File: src/rtl/mod_pkg.sv
// Shared definitions for the modular exponentiation slice: widths, the P-192
// prime used with mod_mul, and the sequencer state encoding.
package mod_pkg;

    localparam int WIDTH     = 192;
    localparam int EXP_WIDTH = 192;

    localparam logic [191:0] P192 = 192'hfffffffffffffffffffffffffffffffeffffffffffffffff;

    typedef enum logic [2:0] {
        IDLE,
        SCAN,
        NEXT,
        SQR,
        MGAP,
        MUL,
        DONE
    } state_t;

endpackage

File: src/rtl/mod_exp_ctrl_if.sv
// Request/result handshake plus the operand/product bus toward mod_mul.
// master = requester and multiplier side, slave = the exponentiation sequencer.
interface mod_exp_ctrl_if #(
    parameter int WIDTH     = mod_pkg::WIDTH,
    parameter int EXP_WIDTH = mod_pkg::EXP_WIDTH
);
    logic                 start;
    logic [WIDTH-1:0]     base;
    logic [EXP_WIDTH-1:0] exponent;
    logic                 busy;
    logic                 done;
    logic [WIDTH-1:0]     result;
    logic [WIDTH-1:0]     mm_x;
    logic [WIDTH-1:0]     mm_y;
    logic                 mm_start;
    logic [WIDTH-1:0]     mm_z;
    logic                 mm_done;

    modport master (
        output start, base, exponent, mm_z, mm_done,
        input  busy, done, result, mm_x, mm_y, mm_start
    );

    modport slave (
        input  start, base, exponent, mm_z, mm_done,
        output busy, done, result, mm_x, mm_y, mm_start
    );
endinterface

File: src/rtl/mod_exp_ctrl.sv
// Left-to-right square-and-multiply sequencer driving an external mod_mul.
// state | meaning
// IDLE  | waiting for start
// SCAN  | skipping leading exponent zeros, one bit per cycle
// NEXT  | issue a squaring, or finish when bits are exhausted
// SQR   | squaring in flight
// MGAP  | gap cycle, then issue multiply by base
// MUL   | multiply in flight
// DONE  | done pulse cycle, busy drops on exit
module mod_exp_ctrl
    import mod_pkg::*;
#(
    parameter int WIDTH     = mod_pkg::WIDTH,
    parameter int EXP_WIDTH = mod_pkg::EXP_WIDTH
) (
    input logic           clk,
    input logic           rst,
    mod_exp_ctrl_if.slave bus
);

    localparam int CW = $clog2(EXP_WIDTH + 1);

    state_t               state, state_nxt;
    logic [EXP_WIDTH-1:0] e_reg, e_nxt;
    logic [CW-1:0]        cnt, cnt_nxt;
    logic [WIDTH-1:0]     acc, acc_nxt;
    logic [WIDTH-1:0]     base_reg, base_nxt;
    logic [WIDTH-1:0]     result_q, result_nxt;
    logic [WIDTH-1:0]     mm_x_q, mm_x_nxt;
    logic [WIDTH-1:0]     mm_y_q, mm_y_nxt;
    logic                 busy_q, busy_nxt;
    logic                 done_q, done_nxt;
    logic                 mm_start_q, mm_start_nxt;

    logic                 e_msb;
    logic [EXP_WIDTH-1:0] e_shl;

    assign e_msb = e_reg[EXP_WIDTH-1];
    assign e_shl = {e_reg[EXP_WIDTH-2:0], 1'b0};

    always_ff @(posedge clk) begin
        if (rst) begin
            state      <= IDLE;
            e_reg      <= '0;
            cnt        <= '0;
            acc        <= '0;
            base_reg   <= '0;
            result_q   <= '0;
            mm_x_q     <= '0;
            mm_y_q     <= '0;
            busy_q     <= 1'b0;
            done_q     <= 1'b0;
            mm_start_q <= 1'b0;
        end else begin
            state      <= state_nxt;
            e_reg      <= e_nxt;
            cnt        <= cnt_nxt;
            acc        <= acc_nxt;
            base_reg   <= base_nxt;
            result_q   <= result_nxt;
            mm_x_q     <= mm_x_nxt;
            mm_y_q     <= mm_y_nxt;
            busy_q     <= busy_nxt;
            done_q     <= done_nxt;
            mm_start_q <= mm_start_nxt;
        end
    end

    // done/result are registered on the edge entering DONE, so the pulse is
    // visible during the DONE cycle and busy falls on the edge leaving it.
    always_comb begin
        state_nxt    = state;
        e_nxt        = e_reg;
        cnt_nxt      = cnt;
        acc_nxt      = acc;
        base_nxt     = base_reg;
        result_nxt   = result_q;
        mm_x_nxt     = mm_x_q;
        mm_y_nxt     = mm_y_q;
        busy_nxt     = busy_q;
        done_nxt     = 1'b0;
        mm_start_nxt = mm_start_q;

        case (state)
            IDLE: begin
                if (bus.start) begin
                    base_nxt  = bus.base;
                    e_nxt     = bus.exponent;
                    cnt_nxt   = CW'(EXP_WIDTH);
                    busy_nxt  = 1'b1;
                    state_nxt = SCAN;
                end
            end
            SCAN: begin
                if (cnt == '0) begin
                    acc_nxt    = WIDTH'(1);
                    result_nxt = WIDTH'(1);
                    done_nxt   = 1'b1;
                    state_nxt  = DONE;
                end else begin
                    if (e_msb) begin
                        acc_nxt   = base_reg;
                        state_nxt = NEXT;
                    end
                    e_nxt   = e_shl;
                    cnt_nxt = cnt - CW'(1);
                end
            end
            NEXT: begin
                if (cnt == '0) begin
                    result_nxt = acc;
                    done_nxt   = 1'b1;
                    state_nxt  = DONE;
                end else begin
                    mm_x_nxt     = acc;
                    mm_y_nxt     = acc;
                    mm_start_nxt = 1'b1;
                    state_nxt    = SQR;
                end
            end
            SQR: begin
                if (bus.mm_done) begin
                    acc_nxt      = bus.mm_z;
                    mm_start_nxt = 1'b0;
                    if (e_msb) begin
                        state_nxt = MGAP;
                    end else begin
                        e_nxt     = e_shl;
                        cnt_nxt   = cnt - CW'(1);
                        state_nxt = NEXT;
                    end
                end
            end
            MGAP: begin
                mm_x_nxt     = acc;
                mm_y_nxt     = base_reg;
                mm_start_nxt = 1'b1;
                state_nxt    = MUL;
            end
            MUL: begin
                if (bus.mm_done) begin
                    acc_nxt      = bus.mm_z;
                    mm_start_nxt = 1'b0;
                    e_nxt        = e_shl;
                    cnt_nxt      = cnt - CW'(1);
                    state_nxt    = NEXT;
                end
            end
            DONE: begin
                busy_nxt  = 1'b0;
                state_nxt = IDLE;
            end
            default: state_nxt = IDLE;
        endcase
    end

    assign bus.busy     = busy_q;
    assign bus.done     = done_q;
    assign bus.result   = result_q;
    assign bus.mm_x     = mm_x_q;
    assign bus.mm_y     = mm_y_q;
    assign bus.mm_start = mm_start_q;

endmodule
File: src/flat_wrapper.sv
// flat-port wrapper written by rule: the top's interface ports become plain ports
module mod_exp_ctrl_flat import mod_pkg::*;
#(
    parameter int WIDTH     = mod_pkg::WIDTH,
    parameter int EXP_WIDTH = mod_pkg::EXP_WIDTH
)
  (clk, rst, bus_start, bus_base, bus_exponent, bus_mm_z, bus_mm_done, bus_busy, bus_done, bus_result, bus_mm_x, bus_mm_y, bus_mm_start);
  mod_exp_ctrl_if #(.WIDTH(WIDTH), .EXP_WIDTH(EXP_WIDTH)) bus_i ();
  input logic clk;
  input logic rst;
  input wire logic [$bits(bus_i.start)-1:0] bus_start;
  input wire logic [$bits(bus_i.base)-1:0] bus_base;
  input wire logic [$bits(bus_i.exponent)-1:0] bus_exponent;
  input wire logic [$bits(bus_i.mm_z)-1:0] bus_mm_z;
  input wire logic [$bits(bus_i.mm_done)-1:0] bus_mm_done;
  output wire logic [$bits(bus_i.busy)-1:0] bus_busy;
  output wire logic [$bits(bus_i.done)-1:0] bus_done;
  output wire logic [$bits(bus_i.result)-1:0] bus_result;
  output wire logic [$bits(bus_i.mm_x)-1:0] bus_mm_x;
  output wire logic [$bits(bus_i.mm_y)-1:0] bus_mm_y;
  output wire logic [$bits(bus_i.mm_start)-1:0] bus_mm_start;
  assign bus_i.start = bus_start;
  assign bus_i.base = bus_base;
  assign bus_i.exponent = bus_exponent;
  assign bus_i.mm_z = bus_mm_z;
  assign bus_i.mm_done = bus_mm_done;
  assign bus_busy = bus_i.busy;
  assign bus_done = bus_i.done;
  assign bus_result = bus_i.result;
  assign bus_mm_x = bus_i.mm_x;
  assign bus_mm_y = bus_i.mm_y;
  assign bus_mm_start = bus_i.mm_start;
  mod_exp_ctrl #(.WIDTH(WIDTH), .EXP_WIDTH(EXP_WIDTH)) u_core (.clk(clk), .rst(rst), .bus(bus_i));
endmodule
File: config.mk
export PLATFORM = sky130hd
export DESIGN_NAME = mod_exp_ctrl_flat
export DESIGN_NICKNAME = d
export VERILOG_FILES = /design/src/rtl/mod_pkg.sv /design/src/rtl/mod_exp_ctrl_if.sv /design/src/rtl/mod_exp_ctrl.sv /design/src/flat_wrapper.sv
export SDC_FILE = /design/constraint.sdc
export NUM_CORES = 2
export LEC_CHECK = 0
export BUFFER_PORTS_ARGS = -buffer_cell sky130_fd_sc_hd__buf_2
export CAP_MARGIN = 20
export CORE_AREA = 2 2 457 459
export DETAILED_ROUTE_END_ITERATION = 12
export DIE_AREA = 0 0 459 461
export GPL_ROUTABILITY_DRIVEN = 0
export PLACE_DENSITY = 0.44
export SLEW_MARGIN = 20
export SYNTH_ARGS = -nofsm -noshare
export SYNTH_HDL_FRONTEND = slang
export SYNTH_SLANG_ARGS = --single-unit
File: constraint.sdc
create_clock -name clk -period 2.5 [get_ports clk]
set_input_delay 0.375 -clock clk [delete_from_list [all_inputs] [get_ports clk]]
set_output_delay 0.375 -clock clk [all_outputs]
set_load 0.01 [all_outputs]
Word-level counts from Yosys, hierarchy flattened
Cells that the tools add are included.
Storage, ports and cells
  flip-flop bits (word level): 1166
  input port bits: 580
  word-level logic and storage cells: 86
Operators by class
  add/sub/neg operators: 1
  equality and inequality tests: 16
  mux-type cells: 36
  bitwise operators: 1
  reduce and logical (&&, ||, !) cells: 20
Operator list (number)
  192-bit 2-to-1 mux: 11
  192-bit case mux with 2 select lines: 4
  192-bit case mux with 4 select lines: 1
  8-bit 2-to-1 mux: 5
  8-bit case mux with 4 select lines: 1
  3-bit 2-to-1 mux: 7
  3-bit case mux with 6 select lines: 1
  2-bit != test (second input constant): 6
  3-bit == test (second input constant): 3
  3-bit AND reduction: 3
  8-bit logical NOT: 1
  2-bit nonzero test: 4
  8-bit by 1-bit subtractor with 8-bit output (second input constant): 1
  3-bit by 2-bit == test with 1-bit output (second input constant): 2
  2-bit by 1-bit != test with 1-bit output (second input constant): 3
  2-bit AND reduction: 3
  6-bit AND reduction: 1
  2-bit OR reduction: 3
  5-bit AND reduction: 1
  1-bit 2-to-1 mux: 4
  4-bit AND reduction: 1
  4-bit nonzero test: 1
  3-bit by 1-bit == test with 1-bit output (second input constant): 1
  3-bit logical NOT: 1
  other kinds (5): 5

Longest topological paths before layout
  word-level depth: 4
  depth in mapped cells: 10
  gate-level depth less buffers: 7

Least setup slack after synthesis
No wires, ideal clock.
  path type: register -> register
  start point: register u_core.cnt[0]
  end point: register u_core.mm_x_q[131], in the netlist u_core.bus.mm_x[131]
  library setup time: 0.128 ns
  arrival: 2.031 ns
  required time: 2.372 ns
  path slack: 0.341 ns
  stages on the path, launching flop included: 10
  path buffers: 2
  period minus slack after synthesis: 2.159 ns
  path through: dfxtp_1 > inv_1 > ha_1 > or4b_4 > nor2_8 > nor3_2 > buf_2 > buf_2 > a222oi_1 > nor2_1
Between the ends
  word-level cells in the longest chain between the ends: 3
Ends and longest elaborated chain
  from (decl): line mod_exp_ctrl.sv:25  | logic [CW-1:0] cnt, cnt_nxt;
  from (signal assigned): line mod_exp_ctrl.sv:57  | cnt <= cnt_nxt;
  8-bit logical NOT: line mod_exp_ctrl.sv:110  | if (cnt == '0) begin
  2-bit != test (no source line)
  2-bit AND reduction (no source line)
  to (signal assigned): line mod_exp_ctrl.sv:61  | mm_x_q <= mm_x_nxt;
  to (decl): line mod_exp_ctrl.sv:29  | logic [WIDTH-1:0] mm_x_q, mm_x_nxt;
Every way passes these cells.
A chain may end at the register's enable or synchronous reset.

Final worst setup path
  start point: register u_core.cnt[1]
  end point: register u_core.mm_x_q[34], in the netlist u_core.bus.mm_x[34]
Same word-level chain as after synthesis.

==> flow_summary.toml <==
[clocking]
clk_pin_slew_worst_paths_ns = 0.07
cts_tree = "yes"
cts_buffers = 144
clkLatencyLatePin_ns = 0.80
cts_sinks = 1166
clockRootBuffer = "clkbuf_16"
htree_levels = 4
clk_path_buf_depth = 3

[worst_setup_path]
r2r.worst_path.cells = 10
critPathRequiredTime_ns = 3.14
rr_startpoint = "u_core.cnt[1]"
r2r_slack_ns = 0.08
r2r_end = "u_core.bus.mm_x[34]"
critical_path.max_fanout = 20
startpoint_type = "register"
arrival_ns = 3.06
cp-endpoint = "u_core.bus.mm_x[34]"
crit_start = "u_core.cnt[1]"
setup.worst_path.class = "register to register"
crit_path_end_kind = "register"

[global_routing]
grt_pass1_wl_mm = 350
grt_max_degree = 159
grt_pass1_vias = 49600
grt.overflow.total = 0
grt_use_total = 0.220
antenna_found_initial = 27

[placement]
postPlaceCellArea_sq_um = 58400
dp.cells = 9204
hpwl_mm = 165
portBuffers = 1158

[timing]
skew_ns = 0.0421
setup_viol = 0
hold_violations = 0
timing.hold.ws_ns = 0.177
slew_headroom = 0.280
slew_viol_final = 0
tightest_slew_ns = 1.08
clock.fmax_mhz = 414
rsz0062_at_grt = "yes"
finalCritPeriodShare = 0.967
fin_crit_ns = 2.42

[yosys]
ys_seq_elements = 1166
synth.most_common_cell = "dfxtp_1"
post_synth_num_cell_types = 48
synth_nets = 6300
synthFlopType = "dfxtp_1"
yosys-top-cells-area = "dfxtp_1 (48%), nor2_1 (9.0%), a221oi_1 (6.9%)"
syn_area_per_cell_sq_um = 8.49
postSynthCellCount = 5719
synth_edf_count = 0
netlist_top_cells_count = "dfxtp_1 (1166), nor2_1 (1159), nand2_1 (586), clkbuf_1 (433), a21oi_1 (405)"
async_flop_share = 0
synth_area_sq_um = 48600
synth.top_cell.area_share = 0.481
ys_seq_area_frac = 0.481
yosys_warnings = 0
synth_top_cell_by_area = "dfxtp_1"

[power]
ir_drop_mv = 1.00
power.density_nw_per_um2 = 1350
total_power_uw = 93800
leakage_uw = 0.0276

[routing]
avgRoutedWirePerCell_um = 24.5
vias = 52100
firstDrtPassIters = 10
routed_wirelength_mm = 247
ant_nets = 0
drc = 0
via_per_inst = 5.17
drt_iter0_markers = 5165

[worst_hold_path]
hold_path_class = "input pin to register"

[cells_and_area]
fin_cells = 10100
final_area_sq_um = 69400
fill_cells = 21500
final_nets = 7821
syn_to_final_growth_pct = 42.9
drive_above_1_share = 0.251

[floorplan]
die-width_um = 459
num_rows = 167
num_io_pins = 1159
die_height_um = 461
die_area_sq_um = 212000
core_area_sq_um = 206000
initial_utilization = 0.235

[flow_run]
maxCapViolations = 0

[status]
outcome = "complete, no violations"
-- cells by family after synthesis --
logic type | Yosys count | share of synthesized area
simple gates | 2163 | 0.188
fa+ha+maj | 1 | 0.000258
xor+xnor | 1 | 0.000180
compound gates | 1778 | 0.279
mux | 2 | 0.000412
buf+inv | 608 | 0.0517
flops | 1166 | 0.481
-- layer usage --
| metal | track usage | part of all wire | up-vias |
|---|---|---|---|
| li1 | - | - | 23900 |
| met1 | 0.270 | 0.41 | 25400 |
| met2 | 0.356 | 0.46 | 2262 |
| met3 | 0.0619 | 0.083 | 499 |
| met4 | 0.103 | 0.049 | 20 |
| met5 | 0 | 0.00049 | - |
-- report_power, final --
part	total (uW)	switching, uW	internal, uW
combinational	43900	27900	16000
sequential	28500	4820	23700
clock	21400	9080	12300
-- worst max-delay path, stage by stage, from the launching register on --
cell       delay [ns]
dfxtp_1          0.32
inv_2            0.07
ha_4             0.14
or4b_4           0.52
nor2_8           0.16
nor3_4           0.06
buf_12           0.15
buf_12           0.16
clkbuf_16        0.22
a222oi_1         0.35
nor2_1           0.06
-- stage by stage --
stage          setup slack, ns  setup TNS, ns   util
5_1_grt                -0.0228        -0.0823  0.336
4_1_cts                -0.0239        -0.0252  0.334
6_report                0.0824              0  0.336
3_5_place_dp           -0.0875          -7.97  0.283
2_1_floorplan            0.341              0      -
3_3_place_gp           -0.0688          -5.41  0.283
-- layout by cell type, fill, tap and decap left out, types with 192 or more instances in the layout --
cell type / n
a21oi_1: 402
a222oi_1: 192
buf_2: 1157
dfxtp_1: 1163
nor2_1: 1158
o21ai_0: 393
a221oi_1: 377
dlygate4sd3_1: 577
nand2b_1: 199
nand2_1: 585
-- how the worst min path moves through the flow --
stage	start	slack, ns	end	depth (start not counted)
after global routing	bus_start	0.19	u_core.bus.busy	5
after detailed placement	u_core.e_reg[0]	0.47	u_core.e_reg[0]	2
after CTS	bus_start	0.09	u_core.bus.busy	5
after floorplan	u_core.e_reg[0]	0.43	u_core.e_reg[0]	2
final	bus_start	0.18	u_core.bus.busy	5
after global placement	u_core.bus.result[0]	0.46	u_core.bus.result[0]	2
-- area by class of cell --
cell class | instances | area [sq um] | area share
clock buffers | 226 | 4330 | 0.0623
clock inverters | 36 | 459 | 0.00661
repair buffers | 1975 | 14900 | 0.214
well taps | 2704 | 3380 | 0.0487
flip-flops and latches | 1166 | 23400 | 0.336
diodes | 22 | 55.1 | 0.000793
inverters | 8 | 37.5 | 0.000541
multi-input cells | 3945 | 22900 | 0.330
-- timing repair --
action | 4_1_cts | 5_1_grt
gates resized for setup | 8 | 20
buffers inserted | 2 | 9
gates cloned | 0 | 6
pin swaps | 3 | 21
setup endpoints to repair | 263 | 224
hold buffers | 577 | 0
endpoints found under the hold margin | 579 | 0
Note: power is estimated with default switching activity, not from simulation.
